<file path="config.mk">
export PLATFORM = sky130hd
export DESIGN_NAME = uart_lcd_ctrl
export DESIGN_NICKNAME = d
export VERILOG_FILES = /design/src/rtl/uart_lcd_ctrl.sv
export SDC_FILE = /design/constraint.sdc
export NUM_CORES = 1
export LEC_CHECK = 0
export ABC_AREA = 1
export CAP_MARGIN = 20
export CORE_UTILIZATION = 59
export CTS_CLUSTER_SIZE = 8
export DETAILED_ROUTE_END_ITERATION = 8
export PLACE_DENSITY = 0.84
export SLEW_MARGIN = 20
export SYNTH_ARGS = -nofsm -noshare
export SYNTH_HDL_FRONTEND = slang
export SYNTH_SLANG_ARGS = --single-unit
</file>
<file path="constraint.sdc">
create_clock -name CLK_I -period 3.04 [get_ports CLK_I]
set_input_delay 0.608 -clock CLK_I [delete_from_list [all_inputs] [get_ports CLK_I]]
set_output_delay 0.608 -clock CLK_I [all_outputs]
set_load 0.02 [all_outputs]
</file>
<file path="src/rtl/uart_lcd_ctrl.sv">
// Byte stream from a UART receiver to an HD44780-style character LCD, with cursor tracking and line wrap.
// Optional macro UART_LCD_BREAK_CLEAR_EN: a receiver break flushes the FIFO and clears the display.
module uart_lcd_ctrl #(
  parameter int unsigned FIFO_DEPTH = 4,
  parameter int unsigned LCD_COLS   = 16
) (
  input  logic       CLK_I,
  input  logic       RST_N_I,
  input  logic       rx_valid_i,
  input  logic [7:0] rx_data_i,
  input  logic       rx_break_i,
  output logic       rx_en_o,
  output logic       lcd_req_o,
  output logic       lcd_rs_o,
  output logic [7:0] lcd_data_o,
  input  logic       lcd_ack_i,
  output logic       fifo_ovf_o,
  output logic       busy_o
);

  localparam int unsigned PTR_W = $clog2(FIFO_DEPTH);
  localparam int unsigned CNT_W = PTR_W + 1;
  localparam int unsigned COL_W = $clog2(LCD_COLS + 1);

  typedef enum logic [2:0] {INIT, IDLE, DECODE, SEND_CMD, SEND_CHR, WAIT_ACK} state_t;

  state_t             state_q, state_d;
  logic [7:0]         mem [FIFO_DEPTH];
  logic [PTR_W-1:0]   wr_ptr, rd_ptr;
  logic [CNT_W-1:0]   cnt_q, cnt_d;
  logic [COL_W-1:0]   col_q, col_d;
  logic               line_q, line_d;
  logic [1:0]         idx_q, idx_d;
  logic               init_done_q, init_done_d;
  logic               chr_pend_q, chr_pend_d;
  logic [7:0]         pend_byte_q, pend_byte_d;
  logic               clr_pend_q, clr_pend_d;
  logic               req_d, rs_d;
  logic [7:0]         data_d;
  logic               full, empty, push, pop, brk;
  logic [7:0]         head;

`ifdef UART_LCD_BREAK_CLEAR_EN
  assign brk = rx_break_i;
`else
  logic unused_break;
  assign brk          = 1'b0;
  assign unused_break = rx_break_i;
`endif

  assign full  = (cnt_q == CNT_W'(FIFO_DEPTH));
  assign empty = (cnt_q == '0);
  assign head  = mem[rd_ptr];
  // A pop in the same cycle frees the slot, so a push into a full FIFO is still accepted
  assign push  = rx_valid_i && (!full || pop);
  assign cnt_d = brk ? '0 : CNT_W'(cnt_q + CNT_W'(push) - CNT_W'(pop));

  function automatic logic [7:0] init_cmd(input logic [1:0] i);
    case (i)
      2'd0:    init_cmd = 8'h38;
      2'd1:    init_cmd = 8'h0C;
      2'd2:    init_cmd = 8'h06;
      default: init_cmd = 8'h01;
    endcase
  endfunction

  always_ff @(posedge CLK_I or negedge RST_N_I) begin
    if (!RST_N_I) state_q <= INIT;
    else          state_q <= state_d;
  end

  always_comb begin
    state_d     = state_q;
    req_d       = lcd_req_o;
    rs_d        = lcd_rs_o;
    data_d      = lcd_data_o;
    col_d       = col_q;
    line_d      = line_q;
    idx_d       = idx_q;
    init_done_d = init_done_q;
    chr_pend_d  = chr_pend_q;
    pend_byte_d = pend_byte_q;
    clr_pend_d  = clr_pend_q | brk;
    pop         = 1'b0;
    case (state_q)
      INIT: begin
        rs_d    = 1'b0;
        data_d  = init_cmd(idx_q);
        req_d   = 1'b1;
        state_d = WAIT_ACK;
      end
      IDLE: begin
        if (clr_pend_q)  state_d = SEND_CMD;
        else if (!empty) state_d = DECODE;
      end
      // The first transfer is launched straight from DECODE to keep receive-to-request latency short
      DECODE: begin
        state_d = IDLE;
        if (!empty) begin
          pop = 1'b1;
          if (head >= 8'h20 && head <= 8'h7E) begin
            req_d   = 1'b1;
            state_d = WAIT_ACK;
            if (col_q == COL_W'(LCD_COLS)) begin
              line_d      = ~line_q;
              col_d       = '0;
              rs_d        = 1'b0;
              data_d      = line_q ? 8'h80 : 8'hC0;
              chr_pend_d  = 1'b1;
              pend_byte_d = head;
            end else begin
              rs_d   = 1'b1;
              data_d = head;
              col_d  = COL_W'(col_q + COL_W'(1));
            end
          end else if (head == 8'h0A || head == 8'h0D) begin
            line_d  = ~line_q;
            col_d   = '0;
            rs_d    = 1'b0;
            data_d  = line_q ? 8'h80 : 8'hC0;
            req_d   = 1'b1;
            state_d = WAIT_ACK;
          end else if (head == 8'h0C) begin
            line_d  = 1'b0;
            col_d   = '0;
            rs_d    = 1'b0;
            data_d  = 8'h01;
            req_d   = 1'b1;
            state_d = WAIT_ACK;
          end
        end
      end
      SEND_CMD: begin
        line_d     = 1'b0;
        col_d      = '0;
        rs_d       = 1'b0;
        data_d     = 8'h01;
        req_d      = 1'b1;
        clr_pend_d = brk;
        chr_pend_d = 1'b0;
        state_d    = WAIT_ACK;
      end
      SEND_CHR: begin
        rs_d       = 1'b1;
        data_d     = pend_byte_q;
        req_d      = 1'b1;
        col_d      = COL_W'(col_q + COL_W'(1));
        chr_pend_d = 1'b0;
        state_d    = WAIT_ACK;
      end
      WAIT_ACK: begin
        if (lcd_ack_i) begin
          req_d = 1'b0;
          if (!init_done_q) begin
            if (idx_q == 2'd3) begin
              init_done_d = 1'b1;
              state_d     = IDLE;
            end else begin
              idx_d   = 2'(idx_q + 2'd1);
              state_d = INIT;
            end
          end else if (clr_pend_d) begin
            chr_pend_d = 1'b0;
            state_d    = SEND_CMD;
          end else if (chr_pend_q) begin
            state_d = SEND_CHR;
          end else begin
            state_d = IDLE;
          end
        end
      end
      default: state_d = INIT;
    endcase
  end

  always_ff @(posedge CLK_I) begin
    if (push) mem[wr_ptr] <= rx_data_i;
  end

  always_ff @(posedge CLK_I or negedge RST_N_I) begin
    if (!RST_N_I) begin
      wr_ptr      <= '0;
      rd_ptr      <= '0;
      cnt_q       <= '0;
      col_q       <= '0;
      line_q      <= 1'b0;
      idx_q       <= '0;
      init_done_q <= 1'b0;
      chr_pend_q  <= 1'b0;
      pend_byte_q <= '0;
      clr_pend_q  <= 1'b0;
      lcd_req_o   <= 1'b0;
      lcd_rs_o    <= 1'b0;
      lcd_data_o  <= '0;
      rx_en_o     <= 1'b0;
      fifo_ovf_o  <= 1'b0;
      busy_o      <= 1'b1;
    end else begin
      if (brk) begin
        wr_ptr <= '0;
        rd_ptr <= '0;
      end else begin
        if (push) wr_ptr <= PTR_W'(wr_ptr + PTR_W'(1));
        if (pop)  rd_ptr <= PTR_W'(rd_ptr + PTR_W'(1));
      end
      cnt_q       <= cnt_d;
      col_q       <= col_d;
      line_q      <= line_d;
      idx_q       <= idx_d;
      init_done_q <= init_done_d;
      chr_pend_q  <= chr_pend_d;
      pend_byte_q <= pend_byte_d;
      clr_pend_q  <= clr_pend_d;
      lcd_req_o   <= req_d;
      lcd_rs_o    <= rs_d;
      lcd_data_o  <= data_d;
      rx_en_o     <= init_done_d && (cnt_d != CNT_W'(FIFO_DEPTH));
      fifo_ovf_o  <= fifo_ovf_o | (rx_valid_i && full && !pop);
      busy_o      <= (state_d != IDLE);
    end
  end

endmodule

</file>
==> results.sh <==
export IMPL_rsz0062_at_grt="no"
export IMPL_slew_viol_final=0
export IMPL_ys_types=37
export IMPL_drv_cap=0
export IMPL_max_freq_mhz=349
export IMPL_synth_flop_cell="dfrtp_1"
export IMPL_ir_drop_mv=0.501
export IMPL_grt_usage_pct=24.7
export IMPL_synth_top_area_share_pct=26.1
export IMPL_drt_total_wl_mm=7.50
export IMPL_grt_pass1_wl_mm=12.3
export IMPL_clk_latency_ns=0.36
export IMPL_synth_seq_cells=73
export IMPL_antennaDiodeCount=0
export IMPL_netlist_area_mm2=0.00384
export IMPL_routabilityCongestion=0.829
export IMPL_netlist_top_cells_count="nand2_1 (177), dfrtp_1 (40), inv_1 (35), nand3_1 (35)"
export IMPL_firstDrtPassIters=5
export IMPL_fin_util_pct=68.2
export IMPL_path_clk_slew_ns=0.09
export IMPL_pwr_share_comb_pct=47.1
export IMPL_clock_sinks=73
export IMPL_synthCells=448
export IMPL_overflow=0
export IMPL_num_vias=3044
export IMPL_htreeDepth=3
export IMPL_synth_area_per_cell_um2=8.57
export IMPL_dieHeight_um=82.7
export IMPL_area_growth_pct=12.2
export IMPL_clock_power_share_pct=16.3
export IMPL_nets=505
export IMPL_core_area_mm2=0.00631
export IMPL_fin_skew_ns=0.0118
export IMPL_seqPwrFrac_pct=36.5
export IMPL_critPathLaunchType="flip-flop"
export IMPL_grt_max_degree=42
export IMPL_cts_hold_buf=0
export IMPL_power_leakage_uw=0.00205
export IMPL_ant_nets=0
export IMPL_worst_pin_slew_ns=0.891
export IMPL_rows=29
export IMPL_wl_per_cell_um=13.4
export IMPL_cts_buffer_depth=2
export IMPL_cts_tree="yes"
export IMPL_min_period_over_period_pct=94.3
export IMPL_first_iter_violations=200
export IMPL_synth_warnings=0
export IMPL_yosysMostFrequentCell="nand2_1"
export IMPL_finalSetupViolations=0
export IMPL_crit_path_end_kind="flip-flop"
export IMPL_power_net_switching_uw=1890
export IMPL_fin_setup_tns_ns=0
export IMPL_synth_enable_flop_cells=32
export IMPL_hpwl_mm=5.31
export IMPL_die_area_mm2=0.00683
export IMPL_power_density_mw_per_mm2=973
export IMPL_synthTopCellsByArea="dfrtp_1 (26%), edfxtp_1 (25%), nand2_1 (17%), nand3_1 (4.6%), ha_1 (3.9%)"
export IMPL_relSlewSlack_pct=40.6
export IMPL_yosysTopAreaCell="dfrtp_1"
export IMPL_cp_max_fo=7
export IMPL_internal_power_uw=2300
export IMPL_io_pin_count=26
export IMPL_final_hold_violation_count=0
export IMPL_status="complete, no violations"
export IMPL_drc=0
export IMPL_initial_core_util_pct=60.8
export IMPL_detail_route_vias_per_cell=5.43
export IMPL_grt_pass1_vias=2873
export IMPL_mappedNetlistNets=474
export IMPL_die_w_um=82.7
export IMPL_p_sw_share_pct=45.1
export IMPL_fin_crit_ns=2.87
export IMPL_async_flop_share_pct=56.2
export IMPL_min_path_type="in -> async"
export IMPL_crit_required_ns=3.28
export IMPL_numPortBuffers=24
export IMPL_antenna_found_initial=0
export IMPL_drive_gt1_share_pct=9.09
export IMPL_r2r_slack_ns=0.17
export IMPL_ff2ff_path_depth=16
export IMPL_root_buffer="clkbuf_8"
export IMPL_path_class="reg -> reg"
export IMPL_cp_arrival_ns=3.11
export IMPL_cts_buffers=9
export IMPL_yosysSeqAreaShare_pct=51.8
flip-flops by register name (all words and copies together) (netlist names), 2 cells and up:
name         cells
idx_q            2
pend_byte_q      8
rd_ptr           2
cnt_q            3
wr_ptr           2
col_q            5
lcd_data_o       8
mem             32
state_q          3
metrics by stage:
stage	total power [uW]	instances	setup WS, ns	cell area (um2)	hold slack [ns]
3_5_place_dp	3500	545	0.200	4130	0.459
4_1_cts	4180	561	0.155	4300	0.402
5_1_grt	4540	561	0.00662	4310	0.443
3_3_place_gp	3410	545	0.362	4130	0.449
6_report	4190	561	0.174	4310	0.365
2_1_floorplan	3040	448	0.476	3840	0.312
final cells by class:
| class | count | area, um2 |
|---|---|---|
| Clock inverter | 7 | 47.5 |
| Multi-Input combinational cell | 324 | 1610 |
| Clock buffer | 9 | 124 |
| Inverter | 41 | 159 |
| Tap cell | 77 | 96.3 |
| Timing Repair Buffer | 30 | 280 |
| Sequential cell | 73 | 1990 |
| Fill cell | 503 | 2010 |
layer usage:
metal	vias to the layer above	track usage, %	part of all wire (%)
li1	1502	-	-
met1	1422	29.0	44
met2	100	41.6	48
met3	20	6.48	5.5
met4	0	12.8	2.6
met5	-	0	0
timing repair:
| action | in CTS | in global routing |
|---|---|---|
| resized for setup | 0 | 1 |
| setup endpoints to repair | 0 | 1 |
| buffers inserted | 0 | 0 |
logic make-up after synthesis:
| family | Yosys count | synth area share [%] |
|---|---|---|
| simple gates | 269 | 30.1 |
| flops | 73 | 51.8 |
| buf+inv | 51 | 6.39 |
| compound gates | 35 | 5.67 |
| fa+ha+maj | 13 | 4.43 |
| xor+xnor | 7 | 1.60 |
cell usage in the layout (no fill, tap or decap), types with 2 or more instances in the layout:
master / instances
nand4_1: 4
nand3b_1: 2
o21ai_1: 5
clkbuf_8: 9
clkinvlp_4: 4
nand3_1: 35
xnor2_1: 2
clkdlybuf4s50_1: 23
nor2_1: 32
a21oi_1: 4
dfrtp_1: 40
o21ai_0: 15
nand2_2: 4
inv_2: 4
ha_1: 12
nor2_2: 2
nand3_2: 2
clkinv_1: 2
nor3_1: 5
xor2_1: 5
buf_4: 6
inv_1: 35
nor2_4: 3
nand2_1: 177
o21bai_1: 5
edfxtp_1: 32
power groups by stage:
stage / clock network (uW) / logic, uW / registers (uW)
2_1_floorplan: 0 / 1520 / 1520
3_5_place_dp: 0 / 1950 / 1550
4_1_cts: 685 / 1970 / 1530
3_3_place_gp: 0 / 1880 / 1530
6_report: 684 / 1970 / 1530
5_1_grt: 730 / 2250 / 1560
final timing paths:
kind | start | to
worst max register to register | state_q[2] | rx_en_o
max in group asynchronous | RST_N_I | rx_en_o
min in group CLK_I | fifo_ovf_o | fifo_ovf_o
worst max-delay path | state_q[2] | rx_en_o
worst min-delay path | RST_N_I | lcd_data_o[3]
worst min register to register | fifo_ovf_o | fifo_ovf_o
critical path, stage by stage (launching register included):
cell	delay (ns)
dfrtp_1	0.42
nor2_2	0.24
inv_2	0.08
nor2_4	0.18
inv_2	0.12
nand2_1	0.07
nand2_1	0.08
ha_1	0.30
inv_1	0.06
ha_1	0.15
inv_1	0.05
fa_1	0.38
xnor2_1	0.26
xor2_1	0.21
nand2_1	0.07
nand2_1	0.06
inv_1	0.04
No activity file was read; power rests on OpenSTA's default activity.
